`src/rtl/ps2_scan_decoder_pkg.sv`:
```
// Shared types and constants for the PS/2 scan-code decoder slice.
package ps2_pkg;

    localparam logic [7:0] PS2_CODE_EXT = 8'hE0;
    localparam logic [7:0] PS2_CODE_BRK = 8'hF0;

    typedef enum logic [1:0] {
        IDLE,
        EXT,
        BRK,
        EXT_BRK
    } ps2State_t;

    typedef struct packed {
        logic [7:0] code;
        logic       extended;
        logic       released;
    } keyEvent_t;

    // Start bit low, stop bit high, odd parity across data and parity bit.
    function automatic logic frameGood(input logic [7:0] code, input logic par,
                                       input logic [1:0] initBits);
        return !initBits[1] && initBits[0] && (^{code, par});
    endfunction

endpackage

```
`src/rtl/ps2_scan_decoder_if.sv`:
```
// Valid/ready key-event channel towards the I2C parallelisation logic.
interface ps2_scan_decoder_if;

    logic       key_valid;
    logic       key_ready;
    logic [7:0] key_code;
    logic       key_extended;
    logic       key_release;

    modport master (
        output key_valid,
        output key_code,
        output key_extended,
        output key_release,
        input  key_ready
    );

    modport slave (
        input  key_valid,
        input  key_code,
        input  key_extended,
        input  key_release,
        output key_ready
    );

endinterface

```
`src/rtl/ps2_scan_decoder_fifo.sv`:
```
// Small synchronous key-event FIFO; head data reads as zero while empty.
module key_event_fifo
    import ps2_pkg::*;
#(
    parameter int unsigned DEPTH = 4
) (
    input  logic      clk,
    input  logic      rst_n,
    input  logic      push,
    input  logic      pop,
    input  keyEvent_t wrData,
    output keyEvent_t rdData,
    output logic      full,
    output logic      empty
);

    localparam int unsigned AW = (DEPTH > 1) ? $clog2(DEPTH) : 1;
    localparam logic [AW:0] PTR_ONE = (AW + 1)'(1);

    keyEvent_t   mem [DEPTH];
    logic [AW:0] wrPtr;
    logic [AW:0] rdPtr;
    logic        doPush;
    logic        doPop;

    assign empty = (wrPtr == rdPtr);
    assign full  = (wrPtr[AW] != rdPtr[AW]) && (wrPtr[AW-1:0] == rdPtr[AW-1:0]);

    // A full FIFO still takes a push when the head leaves in the same cycle.
    assign doPush = push && (!full || pop);
    assign doPop  = pop && !empty;

    always_ff @(posedge clk or negedge rst_n) begin
        if (!rst_n) begin
            wrPtr <= '0;
            rdPtr <= '0;
        end else begin
            if (doPush) wrPtr <= wrPtr + PTR_ONE;
            if (doPop)  rdPtr <= rdPtr + PTR_ONE;
        end
    end

    always_ff @(posedge clk) begin
        if (doPush) mem[wrPtr[AW-1:0]] <= wrData;
    end

    assign rdData = empty ? '0 : mem[rdPtr[AW-1:0]];

endmodule

```
`src/rtl/ps2_scan_decoder.sv`:
```
// Validates PS/2 frames, folds E0/F0 prefixes into key events and queues them.
module ps2_scan_decoder
    import ps2_pkg::*;
#(
    parameter int unsigned FIFO_DEPTH     = 4,
    parameter int unsigned TIMEOUT_CYCLES = 50000,
    parameter int unsigned ERR_CNT_W      = 8
) (
    input  logic                   clk,
    input  logic                   rst_n,
    input  logic                   frame_ready,
    input  logic [7:0]             scan_code,
    input  logic                   parity_bit,
    input  logic [1:0]             comm_init_bits,
    output logic                   frame_ack,
    ps2_scan_decoder_if.master     keyBus,
    output logic                   frame_err,
    output logic                   fifo_overflow,
    output logic [ERR_CNT_W-1:0]   err_count
);

    localparam int unsigned TO_W = $clog2(TIMEOUT_CYCLES) + 1;

    ps2State_t       state;
    ps2State_t       nextState;
    logic            frameReadyQ;
    logic [TO_W-1:0] timeoutCnt;
    logic            accept;
    logic            good;
    logic            expired;
    logic            pushReq;
    keyEvent_t       pushEvt;
    keyEvent_t       headEvt;
    logic            fifoFull;
    logic            fifoEmpty;
    logic            popFire;
    logic            dropEvt;
    logic            badFrame;

    assign accept   = frame_ready && !frameReadyQ;
    assign good     = frameGood(scan_code, parity_bit, comm_init_bits);
    assign badFrame = accept && !good;
    // An accept landing on the expiry cycle takes priority over the timeout.
    assign expired  = (state != IDLE) && !accept &&
                      (timeoutCnt == TO_W'(TIMEOUT_CYCLES - 1));
    assign popFire  = !fifoEmpty && keyBus.key_ready;
    assign dropEvt  = pushReq && fifoFull && !popFire;

    always_comb begin
        nextState = state;
        pushReq   = 1'b0;
        pushEvt   = '{code: scan_code,
                      extended: (state == EXT) || (state == EXT_BRK),
                      released: (state == BRK) || (state == EXT_BRK)};
        if (accept && good) begin
            if (scan_code == PS2_CODE_EXT) begin
                if (state == IDLE)     nextState = EXT;
                else if (state == BRK) nextState = EXT_BRK;
            end else if (scan_code == PS2_CODE_BRK) begin
                if (state == IDLE)     nextState = BRK;
                else if (state == EXT) nextState = EXT_BRK;
            end else begin
                pushReq   = 1'b1;
                nextState = IDLE;
            end
        end else if (badFrame || expired) begin
            nextState = IDLE;
        end
    end

    always_ff @(posedge clk or negedge rst_n) begin
        if (!rst_n) begin
            state         <= IDLE;
            frameReadyQ   <= 1'b0;
            timeoutCnt    <= '0;
            frame_ack     <= 1'b0;
            frame_err     <= 1'b0;
            fifo_overflow <= 1'b0;
            err_count     <= '0;
        end else begin
            state         <= nextState;
            frameReadyQ   <= frame_ready;
            frame_ack     <= accept;
            frame_err     <= badFrame || expired;
            fifo_overflow <= dropEvt;
            if (accept || expired || state == IDLE) timeoutCnt <= '0;
            else                                    timeoutCnt <= timeoutCnt + TO_W'(1);
            if ((badFrame || expired || dropEvt) && (err_count != '1))
                err_count <= err_count + ERR_CNT_W'(1);
        end
    end

    key_event_fifo #(
        .DEPTH (FIFO_DEPTH)
    ) u_fifo (
        .clk    (clk),
        .rst_n  (rst_n),
        .push   (pushReq),
        .pop    (popFire),
        .wrData (pushEvt),
        .rdData (headEvt),
        .full   (fifoFull),
        .empty  (fifoEmpty)
    );

    assign keyBus.key_valid    = !fifoEmpty;
    assign keyBus.key_code     = headEvt.code;
    assign keyBus.key_extended = headEvt.extended;
    assign keyBus.key_release  = headEvt.released;

endmodule

```
`src/flat_wrapper.sv`:
```
// flat-port wrapper written by rule: the top's interface ports become plain ports
module ps2_scan_decoder_flat import ps2_pkg::*;
#(
    parameter int unsigned FIFO_DEPTH     = 4,
    parameter int unsigned TIMEOUT_CYCLES = 50000,
    parameter int unsigned ERR_CNT_W      = 8
)
  (clk, rst_n, frame_ready, scan_code, parity_bit, comm_init_bits, frame_ack, frame_err, fifo_overflow, err_count, keyBus_key_valid, keyBus_key_code, keyBus_key_extended, keyBus_key_release, keyBus_key_ready);
  ps2_scan_decoder_if keyBus_i ();
  input  logic clk;
  input  logic rst_n;
  input  logic frame_ready;
  input  logic [7:0] scan_code;
  input  logic parity_bit;
  input  logic [1:0] comm_init_bits;
  output logic frame_ack;
  output logic frame_err;
  output logic fifo_overflow;
  output logic [ERR_CNT_W-1:0] err_count;
  output wire logic [$bits(keyBus_i.key_valid)-1:0] keyBus_key_valid;
  output wire logic [$bits(keyBus_i.key_code)-1:0] keyBus_key_code;
  output wire logic [$bits(keyBus_i.key_extended)-1:0] keyBus_key_extended;
  output wire logic [$bits(keyBus_i.key_release)-1:0] keyBus_key_release;
  input wire logic [$bits(keyBus_i.key_ready)-1:0] keyBus_key_ready;
  assign keyBus_key_valid = keyBus_i.key_valid;
  assign keyBus_key_code = keyBus_i.key_code;
  assign keyBus_key_extended = keyBus_i.key_extended;
  assign keyBus_key_release = keyBus_i.key_release;
  assign keyBus_i.key_ready = keyBus_key_ready;
  ps2_scan_decoder #(.FIFO_DEPTH(FIFO_DEPTH), .TIMEOUT_CYCLES(TIMEOUT_CYCLES), .ERR_CNT_W(ERR_CNT_W)) u_core (.clk(clk), .rst_n(rst_n), .frame_ready(frame_ready), .scan_code(scan_code), .parity_bit(parity_bit), .comm_init_bits(comm_init_bits), .frame_ack(frame_ack), .keyBus(keyBus_i), .frame_err(frame_err), .fifo_overflow(fifo_overflow), .err_count(err_count));
endmodule
```
`config.mk`:
```
export PLATFORM = sky130hd
export DESIGN_NAME = ps2_scan_decoder_flat
export DESIGN_NICKNAME = d
export VERILOG_FILES = /design/src/rtl/ps2_scan_decoder_pkg.sv /design/src/rtl/ps2_scan_decoder_if.sv /design/src/rtl/ps2_scan_decoder_fifo.sv /design/src/rtl/ps2_scan_decoder.sv /design/src/flat_wrapper.sv
export SDC_FILE = /design/constraint.sdc
export NUM_CORES = 1
export LEC_CHECK = 0
export CORE_UTILIZATION = 25
export CTS_BUF_LIST = sky130_fd_sc_hd__clkbuf_2
export CTS_CLUSTER_SIZE = 12
export DETAILED_ROUTE_END_ITERATION = 8
export PLACE_DENSITY = 0.47
export SYNTH_ARGS = -nofsm -noshare
export SYNTH_HDL_FRONTEND = slang
export SYNTH_SLANG_ARGS = --single-unit
```
`constraint.sdc`:
```
create_clock -name clk -period 2.5 [get_ports clk]
set_input_delay 0.25 -clock clk [delete_from_list [all_inputs] [get_ports clk]]
set_output_delay 0.25 -clock clk [all_outputs]
set_load 0.03 [all_outputs]
```
-- Yosys cells after proc, flatten, opt, wreduce, memory -nomap -nowiden
Memories as Yosys holds them, arrays and structs flattened.
Index checks and enable logic that the tools add are counted.
- mux-type cells: 15
- reduce and logical (&&, ||, !) cells: 33
- add/subtract/negate cells: 4
- equality and inequality tests: 12
- operator list (cell ; count):
    $add A17 B1 Y17 const B ; 1
    $eq A17 B16 Y1 const B ; 1
    $mux W17 ; 1
    $eq A8 B8 Y1 const B ; 2
    $mux W2 ; 8
    $logic_and A1 B1 Y1 ; 14
    $mux W10 ; 1
    $reduce_xor A9 Y1 ; 1
    $add A8 B1 Y8 const B ; 1
    $ne A8 B8 Y1 const B ; 1
    $logic_not A1 Y1 ; 7
    $logic_or A1 B1 Y1 ; 7
    $add A3 B1 Y3 const B ; 2
    $mux W1 ; 5
    $ne A5 B4 Y1 const B ; 1
    $eq A2 B2 Y1 const B ; 2
    $ne A4 B3 Y1 const B ; 1
    $reduce_bool A2 Y1 ; 2
    $eq A3 B3 Y1 ; 1
    $reduce_and A3 Y1 ; 1
    $eq A2 B1 Y1 const B ; 1
    $eq A2 B2 Y1 ; 1
    $logic_not A2 Y1 ; 1
    $ne A1 B1 Y1 ; 1
- memories: 1
- RAM bits: 40
- register bits: 37
- word-level logic and storage cells: 74
- bits of input ports: 15
- memory list (memory ; depth ; width ; rd ports ; clocked after Yosys merged registers in ; write ports ; RTL line ; text):
    u_core.u_fifo.mem ; 4 ; 10 ; 1 ; 0 ; 1 ; ps2_scan_decoder_fifo.sv:20 ; keyEvent_t mem [DEPTH];

-- Depth between registers and ports, before layout
Gate-level depths: netlist of the first run.
- word-level depth: 9
- depth in mapped cells: 7
- gate-level depth less buffers: 7

-- Hierarchy
From an unflattened synthesis of the first run, not the netlist that was laid out.
- cell total of the unflattened synthesis: 253
- area total of the unflattened synthesis: 3524.6 um2
- modules (own cells, without submodules) (module ; times used ; area each (um2) ; cells each ; seq. area each (um2)):
    key_event_fifo ; 1 ; 1919.3 ; 98 ; 1351.3
    ps2_scan_decoder ; 1 ; 1605.3 ; 155 ; 775.7

-- Worst setup path before layout of the first run
Ideal clock, no wire load.
- path kind: register -> register
- from: register u_core.timeoutCnt[11]
- to: register u_core.err_count[1]
- arrival time: 2.125 ns
- setup slack: 0.248 ns
- library setup time: 0.128 ns
- path buffers: 0
- required time: 2.372 ns
- stages on the path, launching flop included: 7
- clock period less this slack: 2.252 ns
- path through: dfrtp_1 or4_1 nor4b_2 a31oi_1 mux2_4 nor2_4 mux2_1
- longest elaborated chain between the ends: 5
- ends and longest elaborated chain (what ; RTL line ; text):
    from (decl) ; ps2_scan_decoder.sv:27 ; logic [TO_W-1:0] timeoutCnt;
    from (signal assigned) ; ps2_scan_decoder.sv:87 ; else timeoutCnt <= timeoutCnt + TO_W'(1);
    $eq A17 B16 Y1 ; ps2_scan_decoder.sv:45 ; (timeoutCnt == TO_W'(TIMEOUT_CYCLES - 1));
    $logic_and A1 B1 Y1 ; ps2_scan_decoder.sv:44 ; assign expired = (state != IDLE) && !accept &&
    $logic_or A1 B1 Y1 (2 in series) ; ps2_scan_decoder.sv:88 ; if ((badFrame || expired || dropEvt) && (err_count != '1))
    $logic_and A1 B1 Y1 ; ps2_scan_decoder.sv:88 ;
    to (signal assigned) ; ps2_scan_decoder.sv:89 ; err_count <= err_count + ERR_CNT_W'(1);
    to (decl) ; ps2_scan_decoder.sv:19 ; output logic [ERR_CNT_W-1:0] err_count
No other way between the ends.
A chain may end at the register's enable or synchronous reset.

-- Worst setup path after layout of the first run
- from: register u_core.u_fifo.rdPtr[0]
- to: output port keyBus_key_valid
- longest elaborated chain between the ends: 2
- ends and longest elaborated chain (what ; RTL line ; text):
    from (decl) ; ps2_scan_decoder_fifo.sv:22 ; logic [AW:0] rdPtr;
    from (signal assigned) ; ps2_scan_decoder_fifo.sv:39 ; if (doPop) rdPtr <= rdPtr + PTR_ONE;
    $eq A3 B3 Y1 ; ps2_scan_decoder_fifo.sv:26 ; assign empty = (wrPtr == rdPtr);
    $logic_not A1 Y1 ; ps2_scan_decoder.sv:106 ; assign keyBus.key_valid = !fifoEmpty;
    to (decl) ; flat_wrapper.sv:20 ; output wire logic [$bits(keyBus_i.key_valid)-1:0] keyBus_key_valid;
No other way between the ends.

==> results of run 1 <==
per-stage QoR:
| stage | total power (W) | util, % | std cells | TNS (ns) | hold slack [ns] |
|---|---|---|---|---|---|
| floorplan | 0.00266 | - | 246 | 0 | -0.0456 |
| global placement | 0.00333 | 31.5 | 477 | -0.824 | 0.406 |
| detailed placement | 0.00334 | 31.5 | 477 | -1.82 | 0.424 |
| CTS | 0.00407 | 32.6 | 495 | 0 | 0.119 |
| global route | 0.00427 | 32.7 | 497 | -0.0210 | 0.128 |
| finish | 0.00402 | 32.7 | 497 | 0 | 0.183 |
synth_stat cells (all sizes together) (3+ instances only):
master	n
mux4	10
buf	3
nor4	3
edfxtp	40
nor2b	12
xor2	15
mux2	4
and2	6
dfrtp	37
nand3	9
nand2	12
and3	6
ha	7
inv	4
clkbuf	4
xnor2	12
nor2	31
nand4	4
power by group through the flow:
stage	Clock (W)	Combinational [W]	Sequential, W
floorplan	0	0.000955	0.00171
global placement	0	0.00170	0.00163
detailed placement	0	0.00171	0.00163
CTS	0.000823	0.00164	0.00160
global route	0.000874	0.00177	0.00163
finish	0.000783	0.00164	0.00160
repair_timing:
| action | CTS | global route |
|---|---|---|
| endpoints found under the hold margin | 37 | 0 |
| resized for setup | 12 | 11 |
| hold buffers | 1 | 0 |
| setup buffers | 1 | 1 |
| endpoints found under the setup margin | 10 | 9 |
layout by cell type (no fill, tap or decap), types with 3 or more instances in the layout:
cell | Yosys | layout
clkbuf_2 | 0 | 12
nand4_1 | 4 | 4
nor2b_1 | 12 | 12
buf_4 | 0 | 26
inv_1 | 4 | 4
and2_1 | 6 | 6
nand2_1 | 12 | 12
dlygate4sd2_1 | 0 | 4
dfrtp_1 | 37 | 37
xnor2_1 | 12 | 12
edfxtp_1 | 40 | 40
mux4_2 | 10 | 10
and3_1 | 6 | 6
clkdlybuf4s50_1 | 0 | 24
xor2_1 | 15 | 15
ha_1 | 7 | 7
buf_12 | 0 | 3
nand3_1 | 9 | 9
clkdlybuf4s15_1 | 0 | 3
nor2_1 | 30 | 30
final timing paths:
path                                                       to  slack (ns)  cells after the start
max                                          keyBus_key_valid        0.12                      6
min                              u_core.frameReadyQ$_DFF_PN0_        0.18                      1
min in group asynchronous  u_core.u_fifo.wrPtr[2]$_DFFE_PN0P_        0.33                      2
max reg2reg                   u_core.err_count[7]$_DFFE_PN0P_        0.17                      8
min reg2reg                        u_core.frame_ack$_DFF_PN0_        0.47                      1
max in group asynchronous      u_core.timeoutCnt[9]$_DFF_PN0_        1.63                      2
layout make-up:
cell class / count / area (um^2) / share of cell area (%)
Inverter: 4 / 15.0 / 0.344
Tap cell: 176 / 220 / 5.04
Sequential cell: 77 / 2130 / 48.7
Antenna cell: 1 / 2.50 / 0.0573
Multi-Input combinational cell: 158 / 1270 / 29.1
Timing Repair Buffer: 65 / 591 / 13.5
Clock inverter: 7 / 96.3 / 2.21
Clock buffer: 9 / 45.0 / 1.03
cells by family after synthesis:
logic type	Yosys count	synth area share (%)
DFF	77	61.9
buffers and inverters	11	1.27
adders and majority gates	7	2.55
muxes	16	8.92
xor gates and xnor gates	29	8.19
AOI/OAI and AO/OA	11	2.08
and+or+nand+nor	95	15.1
state kept, by name, indices dropped and copies added, names as in the netlist:
register,cells
u_core.err_count,8
u_core.fifo_overflow,1
u_core.frameReadyQ,1
u_core.frame_ack,1
u_core.frame_err,1
u_core.state,2
u_core.timeoutCnt,17
u_core.u_fifo.mem,40
u_core.u_fifo.rdPtr,3
u_core.u_fifo.wrPtr,3
critical path, delay by kind of cell (launching register included):
kind | cells | cell delay (ns)
buffers and inverters | 4 | 0.79
DFF | 1 | 0.46
and+or+nand+nor | 1 | 0.20
xor gates and xnor gates | 1 | 0.16
routing by layer:
metal  GRT usage (%)  vias to the layer above  share of wire [%]
li1                -                     1021                  -
met1            14.3                     1037                 47
met2            16.4                       43                 46
met3            3.88                        9                4.9
met4            4.27                        0                1.7
met5               0                        -                  0
==> impl_metrics.json, run 1 <==
{
  "leakagePower_nw": 1.69,
  "rsz0062_at_grt": "yes",
  "cp_cell_sequence": "buf_4 > xor2_1 > nor3b_1 > buf_4 > inv_1 > clkdlybuf4s15_1",
  "ys.flop_type": "edfxtp_1",
  "slowest_delay_ns": 0.46,
  "skew_ns": 0.0193,
  "initial_utilization_pct": 25.7,
  "cp_common_cell": "buf_4",
  "crit_type": "reg2out",
  "drv_cap": 0,
  "yosys_warnings": 0,
  "synth_top_area_cell": "edfxtp_1",
  "place_ws_ns": -0.0607,
  "ir_drop_v": 0.000373,
  "syn_to_final_growth_pct": 27.1,
  "p_clk_share_pct": 19.5,
  "worstSetupEndpointType": "output pin",
  "setup_viol": 0,
  "antenna_found_initial": 1,
  "ys_async_sr_fraction_pct": 48.1,
  "place_area_mm2": 0.00420,
  "netlist_instances": 246,
  "fmax_mhz": 421,
  "cp-startpoint": "u_core.u_fifo.rdPtr[0]$_DFFE_PN0P_",
  "grt_pass1_wl_mm": 11.5,
  "yosysUniqueCellTypes": 42,
  "slowest_stage": "dfrtp_1",
  "cts_tree": "built",
  "ant_nets": 0,
  "port-buffer-count": 36,
  "synth_area_leaders": "edfxtp_1 35%, dfrtp_1 27%, mux4_2 6.6%",
  "hold_class": "in2reg",
  "syn_area_mm2": 0.00344,
  "fin_ws_ns": 0.122,
  "clk_pin_slew_ns": 0.20,
  "core_mm2": 0.0133,
  "cts_made_buffers": 9,
  "status": "finished clean",
  "grt_max_degree": 38,
  "worst_pin_slew_ns": 0.846,
  "clock_latency_ns": 0.53,
  "hpwlAfterDp_mm": 5.02,
  "ioPinCount": 37,
  "cp_max_fo": 11,
  "fillerInstances": 1358,
  "gp_congestion": 0.764,
  "drt_iter0_drc": 91,
  "critPathArrivalTime_ns": 2.13,
  "comb_power_share_pct": 40.7,
  "grtUsageTotal_pct": 10.9,
  "dieArea_mm2": 0.0142,
  "dr.pass1.iters": 4,
  "syn_nets": 268,
  "synth-edff-count": 40,
  "drv_slew": 0,
  "timing.final.crit_share_pct": 95.1,
  "totalWireLength_mm": 7.03,
  "yosysSeqAreaShare_pct": 61.9,
  "seqPwrFrac_pct": 39.8,
  "r2r_start": "u_core.u_fifo.rdPtr[0]$_DFFE_PN0P_",
  "vias": 2110,
  "grt-ovfl-total": 0,
  "drt-vias-per-instance": 4.25,
  "rows": 42,
  "drc_errors": 0,
  "cts.htree.levels": 3,
  "grt_pass1_vias": 2157,
  "min_from": "frame_ready",
  "fin_area_mm2": 0.00437,
  "p_int_w": 0.00253,
  "drive_gt1_share_pct": 20.3,
  "root_buffer": "clkbuf_2",
  "die_y_um": 119,
  "hold_violations": 0,
  "ys_ff_latch": 77,
  "yosys.area.top_type_share_pct": 35.0,
  "p_sw_share_pct": 37.1,
  "cts_sinks": 77,
  "p_sw_w": 0.00149,
  "power_density_mw_per_mm2": 921,
  "min_period_ns": 2.38,
  "final_nets": 337,
  "slew_headroom_pct": 43.6,
  "wl_per_cell_um": 14.1,
  "die_w_um": 119,
  "startpoint_type": "flip-flop",
  "synth.avg_cell_area_um2": 14.0,
  "clock_path_buffers": 2,
  "cp.required_ns": 2.25
}
Power figures use the tool's default switching activity.
==> run 2, diff against run 1 <==
--- a/config.mk
+++ b/config.mk
@@ -9,6 +9,7 @@
 export CTS_BUF_LIST = sky130_fd_sc_hd__clkbuf_2
 export CTS_CLUSTER_SIZE = 12
 export DETAILED_ROUTE_END_ITERATION = 8
+export GPL_TIMING_DRIVEN = 0
 export PLACE_DENSITY = 0.47
 export SYNTH_ARGS = -nofsm -noshare
 export SYNTH_HDL_FRONTEND = slang
==> impl_metrics.json, run 2 (synthesized netlist as in run 1, its figures left out) <==
{
  "worst_pin_slew_ns": 0.690,
  "final_nets": 321,
  "gp_congestion": 0.728,
  "syn_to_final_growth_pct": 22.3,
  "utilization_pct": 31.5,
  "drt_iter0_drc": 135,
  "whs_ns": 0.180,
  "status": "finished clean",
  "drt-vias-per-instance": 4.20,
  "startpoint_type": "flip-flop",
  "drv_slew": 0,
  "hold_violations": 0,
  "grt_max_degree": 38,
  "root_buffer": "clkbuf_2",
  "vias": 2015,
  "fillerInstances": 1371,
  "cp_max_fo": 7,
  "dieArea_mm2": 0.0142,
  "skew_ns": 0.0196,
  "ff2ff_path_depth": 6,
  "timing.rr.end": "u_core.err_count[1]$_DFFE_PN0P_",
  "grt-ovfl-total": 0,
  "rsz0062_at_grt": "yes",
  "placedCellCount": 459,
  "timing.final.crit_share_pct": 97.8,
  "cts_made_buffers": 9,
  "totalWireLength_mm": 6.75,
  "critPathArrivalTime_ns": 2.88,
  "ant_nets": 0,
  "power_density_mw_per_mm2": 896,
  "cts.htree.levels": 3,
  "reg2reg_slack_ns": 0.06,
  "final_cell_mix": "40 x edfxtp_1, 36 x dfrtp_1, 30 x nor2_1",
  "grtUsageTotal_pct": 10.5,
  "cp.required_ns": 2.94,
  "register_area_mm2": 0.00213,
  "r2r_start": "u_core.timeoutCnt[11]$_DFF_PN0_",
  "drv_cap": 0,
  "cts_tree": "built",
  "largest_reg_flops": 40,
  "fin_area_mm2": 0.00420,
  "dr.pass1.iters": 4,
  "ir_drop_v": 0.000266,
  "ioPinCount": 37,
  "slew_headroom_pct": 53.6,
  "grt_pass1_vias": 2074,
  "clock_latency_ns": 0.53,
  "instances_no_fill": 480,
  "rows": 42,
  "drc_errors": 0,
  "hpwlAfterDp_mm": 4.52,
  "core_mm2": 0.0133,
  "final_common_cell": "edfxtp_1",
  "hold_class": "in2async",
  "min_period_ns": 2.44,
  "setup_viol": 0,
  "finalSetupTns_ns": 0,
  "multi_input_area_mm2": 0.00132,
  "crit_type": "reg2reg",
  "wl_per_cell_um": 14.1,
  "die_y_um": 119,
  "worstSetupEndpointType": "flip-flop",
  "n_antenna_cell": 0,
  "place_area_mm2": 0.00403,
  "clk_pin_slew_ns": 0.21,
  "initial_utilization_pct": 25.7,
  "port-buffer-count": 36,
  "drive_gt1_share_pct": 20.1,
  "clock_path_buffers": 2,
  "fmax_mhz": 409,
  "die_w_um": 119,
  "antenna_found_initial": 0,
  "grt_pass1_wl_mm": 11.1,
  "leakagePower_nw": 1.59,
  "cts_sinks": 77
}
run 2: power by group:
part | switching [W] | internal (W) | leakage, nW | total, W
clock network | 0.000440 | 0.000140 | 0.0546 | 0.000579
registers | 0.000144 | 0.00147 | 0.837 | 0.00161
logic | 0.000893 | 0.000681 | 0.694 | 0.00157
total | 0.00148 | 0.00229 | 1.59 | 0.00376
run 2: metrics by stage:
stage / worst slack, ns / total power [W]
2_1_floorplan: 0.248 / 0.00266
3_3_place_gp: -0.620 / 0.00326
3_5_place_dp: -0.627 / 0.00327
4_1_cts: 0.00213 / 0.00384
5_1_grt: -0.0803 / 0.00402
6_report: 0.0553 / 0.00376
run 2: worst max-delay path by stage:
| stage | start | cells after the start | endpoint |
|---|---|---|---|
| final | u_core.timeoutCnt[11]$_DFF_PN0_ | 6 | u_core.err_count[1]$_DFFE_PN0P_ |
| after global routing | u_core.u_fifo.rdPtr[0]$_DFFE_PN0P_ | 4 | keyBus_key_release |
| after CTS | u_core.u_fifo.rdPtr[0]$_DFFE_PN0P_ | 4 | keyBus_key_code[4] |
| after detailed placement | comm_init_bits[1] | 7 | u_core.u_fifo.mem[3][4]$_DFFE_PP_ |
| after global placement | comm_init_bits[1] | 7 | u_core.u_fifo.mem[3][4]$_DFFE_PP_ |
| after floorplan | u_core.timeoutCnt[11]$_DFF_PN0_ | 6 | u_core.err_count[1]$_DFFE_PN0P_ |
run 2: cell type report:
cell class,count,share of cell area (%)
Sequential cell,77,50.6
Multi-Input combinational cell,158,31.5
Timing Repair Buffer,42,8.96
Tap cell,176,5.24
Clock buffer,11,1.31
Buffer,7,1.13
Clock inverter,5,0.863
Inverter,4,0.357
run 2: metal layers:
metal / share of wire (%) / vias to the layer above / wire length (um) / global-route usage [%]
met4: 1.3 / 0 / 91 / 3.64
met3: 4.0 / 8 / 268 / 3.93
met5: 0 / - / 0 / 0
met2: 46 / 40 / 3120 / 15.8
met1: 48 / 980 / 3270 / 13.7
li1: - / 987 / - / -
run 2: repair_timing:
action	in CTS	in global routing
endpoints found under the setup margin	52	64
setup buffers	2	2
hold endpoints to repair	37	0
hold buffers	1	0
resized for setup	29	26
run 2: critical path, cell delays in order (launching register included):
cell and delay [ns]:
dfrtp_1 0.45, or4_1 0.58, nor4b_4 0.29, a31oi_4 0.18
mux2_4 0.37, nor2_4 0.15, mux2_1 0.33
==> run 3, diff against run 2 <==
--- a/config.mk
+++ b/config.mk
@@ -11,6 +11,7 @@
 export DETAILED_ROUTE_END_ITERATION = 8
 export GPL_TIMING_DRIVEN = 0
 export PLACE_DENSITY = 0.47
+export SLEW_MARGIN = 10
 export SYNTH_ARGS = -nofsm -noshare
 export SYNTH_HDL_FRONTEND = slang
 export SYNTH_SLANG_ARGS = --single-unit
==> impl_metrics.json, run 3 (synthesized netlist as in run 1, its figures left out) <==
{
  "vias": 2030,
  "grt_pass1_wl_mm": 11.1,
  "setup_viol": 0,
  "totalWireLength_mm": 6.69,
  "ff2ff_path_depth": 6,
  "met2_wirelength_mm": 3.06,
  "ioPinCount": 37,
  "final_nets": 322,
  "slew_headroom_pct": 55.6,
  "slowest_delay_ns": 0.57,
  "skew_ns": 0.0217,
  "clk_pin_slew_ns": 0.21,
  "grt_pass1_vias": 2092,
  "die_w_um": 119,
  "status": "finished clean",
  "ir_drop_v": 0.000375,
  "hold_class": "in2async",
  "largest_reg_flops": 40,
  "hold_violations": 0,
  "clock_latency_ns": 0.52,
  "fin_ws_ns": 0.0870,
  "instances_no_fill": 482,
  "clock_path_buffers": 2,
  "grt_max_degree": 34,
  "cts_tree": "built",
  "fin_area_mm2": 0.00429,
  "highest_layer": "met4",
  "cp_max_fo": 7,
  "rows": 42,
  "fillerInstances": 1382,
  "wl_per_cell_um": 13.9,
  "drt-vias-per-instance": 4.21,
  "final_common_cell": "edfxtp_1",
  "cts.htree.levels": 3,
  "reg2reg_slack_ns": 0.09,
  "dr_wl_met3_um": 286,
  "drt-met1-wl_mm": 3.23,
  "dr.pass1.iters": 4,
  "place_ws_ns": -0.643,
  "startpoint_type": "flip-flop",
  "cts_made_buffers": 9,
  "rsz0062_at_grt": "yes",
  "worst_pin_slew_ns": 0.660,
  "drv_slew": 0,
  "r2r_start": "u_core.timeoutCnt[11]$_DFF_PN0_",
  "placedCellCount": 459,
  "final_cell_mix": "40 x edfxtp_1, 36 x dfrtp_1, 30 x nor2_1",
  "cp.required_ns": 2.93,
  "leakagePower_nw": 1.63,
  "worstSetupEndpointType": "flip-flop",
  "ant_nets": 0,
  "slowest_stage": "or4_1",
  "grtUsageTotal_pct": 10.4,
  "critPathArrivalTime_ns": 2.84,
  "cp_cell_sequence": "or4_1 > nor4b_4 > a31oi_4 > mux2_4 > nor2_4 > mux2_1",
  "drive_gt1_share_pct": 19.7,
  "antenna_found_initial": 1,
  "cts_sinks": 77,
  "drv_cap": 0,
  "fmax_mhz": 414,
  "grt-ovfl-total": 0,
  "drt_iter0_drc": 104,
  "place_area_mm2": 0.00403,
  "timing.final.crit_share_pct": 96.5,
  "hpwlAfterDp_mm": 4.54,
  "gp_congestion": 0.728,
  "die_y_um": 119,
  "power_density_mw_per_mm2": 950,
  "min_period_ns": 2.41,
  "port-buffer-count": 36,
  "drc_errors": 0,
  "core_mm2": 0.0133,
  "crit_type": "reg2reg",
  "timing.rr.end": "u_core.err_count[1]$_DFFE_PN0P_",
  "initial_utilization_pct": 25.7,
  "totalPowerFinal_w": 0.00408,
  "root_buffer": "clkbuf_2",
  "syn_to_final_growth_pct": 24.9,
  "dieArea_mm2": 0.0142
}
run 3: how the worst max path moves through the flow:
| stage | from | end | slack [ns] | depth (start not counted) |
|---|---|---|---|---|
| after detailed placement | comm_init_bits[1] | u_core.u_fifo.mem[3][4]$_DFFE_PP_ | -0.64 | 7 |
| after global routing | u_core.u_fifo.rdPtr[0]$_DFFE_PN0P_ | keyBus_key_code[5] | -0.02 | 4 |
| after floorplan | u_core.timeoutCnt[11]$_DFF_PN0_ | u_core.err_count[1]$_DFFE_PN0P_ | 0.25 | 6 |
| final | u_core.timeoutCnt[11]$_DFF_PN0_ | u_core.err_count[1]$_DFFE_PN0P_ | 0.09 | 6 |
| after global placement | comm_init_bits[1] | u_core.u_fifo.mem[3][4]$_DFFE_PP_ | -0.62 | 7 |
| after CTS | u_core.timeoutCnt[11]$_DFF_PN0_ | u_core.err_count[1]$_DFFE_PN0P_ | 0.0003 | 6 |
run 3: critical path, delay by kind of cell (launching register included):
| kind | cells | cell delay, ns |
|---|---|---|
| AOI/OAI and AO/OA | 1 | 0.17 |
| DFF | 1 | 0.45 |
| muxes | 2 | 0.70 |
| and+or+nand+nor | 3 | 1.00 |
run 3: area by class of cell:
cell class                 instances  area [um^2]  area share [%]
sequential                        77         2130            49.6
inverter                           4         15.0           0.350
buffer                             7         52.6            1.22
antenna                            1         2.50          0.0583
multi-input combinational        158         1320            30.7
clock inverter                     5          108            2.51
clock buffer                      11         55.1            1.28
tap                              176          220            5.13
timing repair buffer              43          393            9.15
run 3: through the flow:
stage | hold slack, ns | utilization, % | setup TNS, ns
floorplan | -0.0456 | - | 0
global placement | 0.459 | 30.1 | -27.37
detailed placement | 0.0923 | 30.2 | -28.30
CTS | 0.126 | 31.8 | 0
global route | 0.121 | 32.2 | -0.0226
finish | 0.192 | 32.2 | 0
run 3: what timing repair did:
action,4_1_cts,5_1_grt
gates resized for setup,28,27
setup endpoints to repair,51,34
hold endpoints to repair,37,0
hold buffers,2,0
setup buffers,2,2
run 3: routing by layer:
| layer | GRT usage [%] | up-vias |
|---|---|---|
| met5 | 0 | - |
| met4 | 4.27 | 0 |
| met3 | 3.50 | 11 |
| met2 | 16.0 | 36 |
| met1 | 13.5 | 985 |
| li1 | - | 998 |
run 3: power by group:
part           switching [W]  internal [W]  leakage [nW]
Clock               0.000434      0.000445        0.0967
Sequential          0.000143       0.00147         0.837
Combinational       0.000892      0.000699         0.699
==> variant, RTL diff (settings of run 2) <==
`ERR_CNT_W` is set to 8 in 2 places; all go to 6.
--- a/src/rtl/ps2_scan_decoder.sv
+++ b/src/rtl/ps2_scan_decoder.sv
@@ -5,5 +5,5 @@
     parameter int unsigned FIFO_DEPTH     = 4,
     parameter int unsigned TIMEOUT_CYCLES = 50000,
-    parameter int unsigned ERR_CNT_W      = 8
+    parameter int unsigned ERR_CNT_W      = 6
 ) (
     input  logic                   clk,
--- a/src/flat_wrapper.sv
+++ b/src/flat_wrapper.sv
@@ -4,5 +4,5 @@
     parameter int unsigned FIFO_DEPTH     = 4,
     parameter int unsigned TIMEOUT_CYCLES = 50000,
-    parameter int unsigned ERR_CNT_W      = 8
+    parameter int unsigned ERR_CNT_W      = 6
 )
   (clk, rst_n, frame_ready, scan_code, parity_bit, comm_init_bits, frame_ack, frame_err, fifo_overflow, err_count, keyBus_key_valid, keyBus_key_code, keyBus_key_extended, keyBus_key_release, keyBus_key_ready);
Ports: changed (resized err_count); port bits go from 37 to 35. No check against the original RTL was run, so the function may have changed too.
==> variant against run 2 <==
Register-to-register slack gained 0.09 ns. Worst setup slack improved by 0.076 ns. Clock power increased by 7.4%. Wire length down 7.2%. Utilization barely moved. Power rose by 0.37%. Hold slack better by 0.018 ns. First-iteration DRC count down 49%. Area after synthesis shrank 3.2%. Cell area down 4.3%. Sequential cell count shrank 2. Non-clock buffer count decreased by 5. Critical path type is now reg -> out. Largest power group is now combinational logic. Highest routed layer unchanged.
==> variant: results (changes against run 2) <==
place:
  place.gp.congestion: 0.716  # was 0.728
  io_buffer_count: 34  # was 36
  dp_hpwl_um: 4150  # was 4520 um
  place_area_sq_um: 3880  # was 4030 sq um
synth:
  yosys-top-cells-count: "40 x edfxtp_1, 35 x dfrtp_1, 28 x nor2_1"  # was 40 x edfxtp_1, 37 x dfrtp_1, 30 x nor2_1
  synth-async-reset-ratio_pct: 46.7  # was 48.1%
  synth.distinct_cells: 38  # was 42
  syn_nets: 256  # was 268
  synthTopCellsByArea: "edfxtp_1 36%, dfrtp_1 26%, mux4_2 6.8%"  # was edfxtp_1 35%, dfrtp_1 27%, mux4_2 6.6%
  yosysWarningCount: 0  # unchanged
  yosysSeqAreaShare_pct: 62.5  # was 61.9%
worst_setup_path:
  r2r_slack_ns: 0.15  # was 0.06 ns
  r2r-start: "u_core.u_fifo.rdPtr[1]"  # was u_core.timeoutCnt[11]
  cp.arrival_ns: 2.12  # was 2.88 ns
  worstSetupEndpoint: "keyBus_key_extended"  # was u_core.err_count[1]
  crit_slowest_cell: "dfrtp_2"  # was or4_1
  crit_start: "u_core.u_fifo.rdPtr[0]"  # was u_core.timeoutCnt[11]
  critPathMaxStageDelay_ns: 0.50  # was 0.58 ns
cells_and_area:
  nNetsFinal: 304  # was 321
  drive_above_1_share_pct: 19.2  # was 20.1%
drt:
  routedWlPerCell_um: 13.6  # was 14.1 um
  vias: 1944  # was 2015
  drt-initial-drc-count: 69  # was 135
  wl_met2_um: 2870  # was 3120 um
  met1_length_um: 3080  # was 3270 um
  highest_layer: "met4"  # unchanged
  wl_met3_um: 252  # was 268 um
min_path:
  min_path_type: "in -> reg"  # was in -> async
timing:
  tightest_slew_ns: 0.813  # was 0.690 ns
global_route:
  grt_usage_pct: 9.84  # was 10.5%
  grt_pass1_vias: 1951  # was 2074
  grt_pass1_wl_um: 10400  # was 11100 um
  grt_max_degree: 36  # was 38
  use_met1_pct: 12.8  # was 13.7%
  grt.met2_usage_pct: 15.5  # was 15.8%
run_status:
  status: "completed"  # unchanged
clock_network:
  cts_resized: 40  # was 29
  postCtsSetupBuffers: 0  # was 2
pwr:
  max-vdd-ir-drop_uv: 473  # was 266 uV
variant: cell types whose count changed after synthesis, sizes merged, moves of 2 or more:
cell   before  now
and2        6   14
dfrtp      37   35
nor2b      12    1
o31ai       2    0
a41oi       0    2
a21oi       2    5
nor2       31   28
variant: metrics by stage:
| stage | total power, mW | worst slack (ns) | cells | hold WS, ns | setup TNS [ns] |
|---|---|---|---|---|---|
| floorplan | 2.63 | 0.353 | 234 | -0.0456 | 0 |
| global placement | 3.23 | -0.649 | 440 | 0.478 | -28.95 |
| detailed placement | 3.24 | -0.627 | 440 | 0.392 | -28.57 |
| CTS | 3.84 | 0.00921 | 457 | 0.139 | 0 |
| global route | 4.01 | 0.0169 | 459 | 0.145 | 0 |
| finish | 3.78 | 0.132 | 459 | 0.198 | 0 |
variant: layout make-up:
cell class | instances | area [sq um]
buffer | 7 | 52.6
clock buffer | 9 | 45.0
clock inverter | 7 | 58.8
fill | 1273 | 8750
inverter | 4 | 15.0
multi-input combinational | 148 | 1230
sequential | 75 | 2080
tap | 172 | 215
timing repair buffer | 37 | 332
variant: kinds of logic (layout without fill, tap and decap cells):
kind of cell	count (synthesis)	count (layout)	synth area share, %
buf+inv	11	64	1.28
xor+xnor	28	28	8.20
fa+ha+maj	7	7	2.63
flops	75	75	62.5
mux	15	15	9.25
simple gates	86	86	13.2
compound gates	12	12	2.97
variant: report_power, final:
| group | internal, mW | switching [mW] |
|---|---|---|
| registers | 1.43 | 0.141 |
| logic | 0.705 | 0.878 |
| clock network | 0.149 | 0.472 |
| total | 2.29 | 1.49 |
variant: worst max-delay path, delay by kind of cell, from the launching register on:
family	cells	cell delay (ns)
flops	1	0.50
buf+inv	2	0.44
simple gates	1	0.17
mux	1	0.48
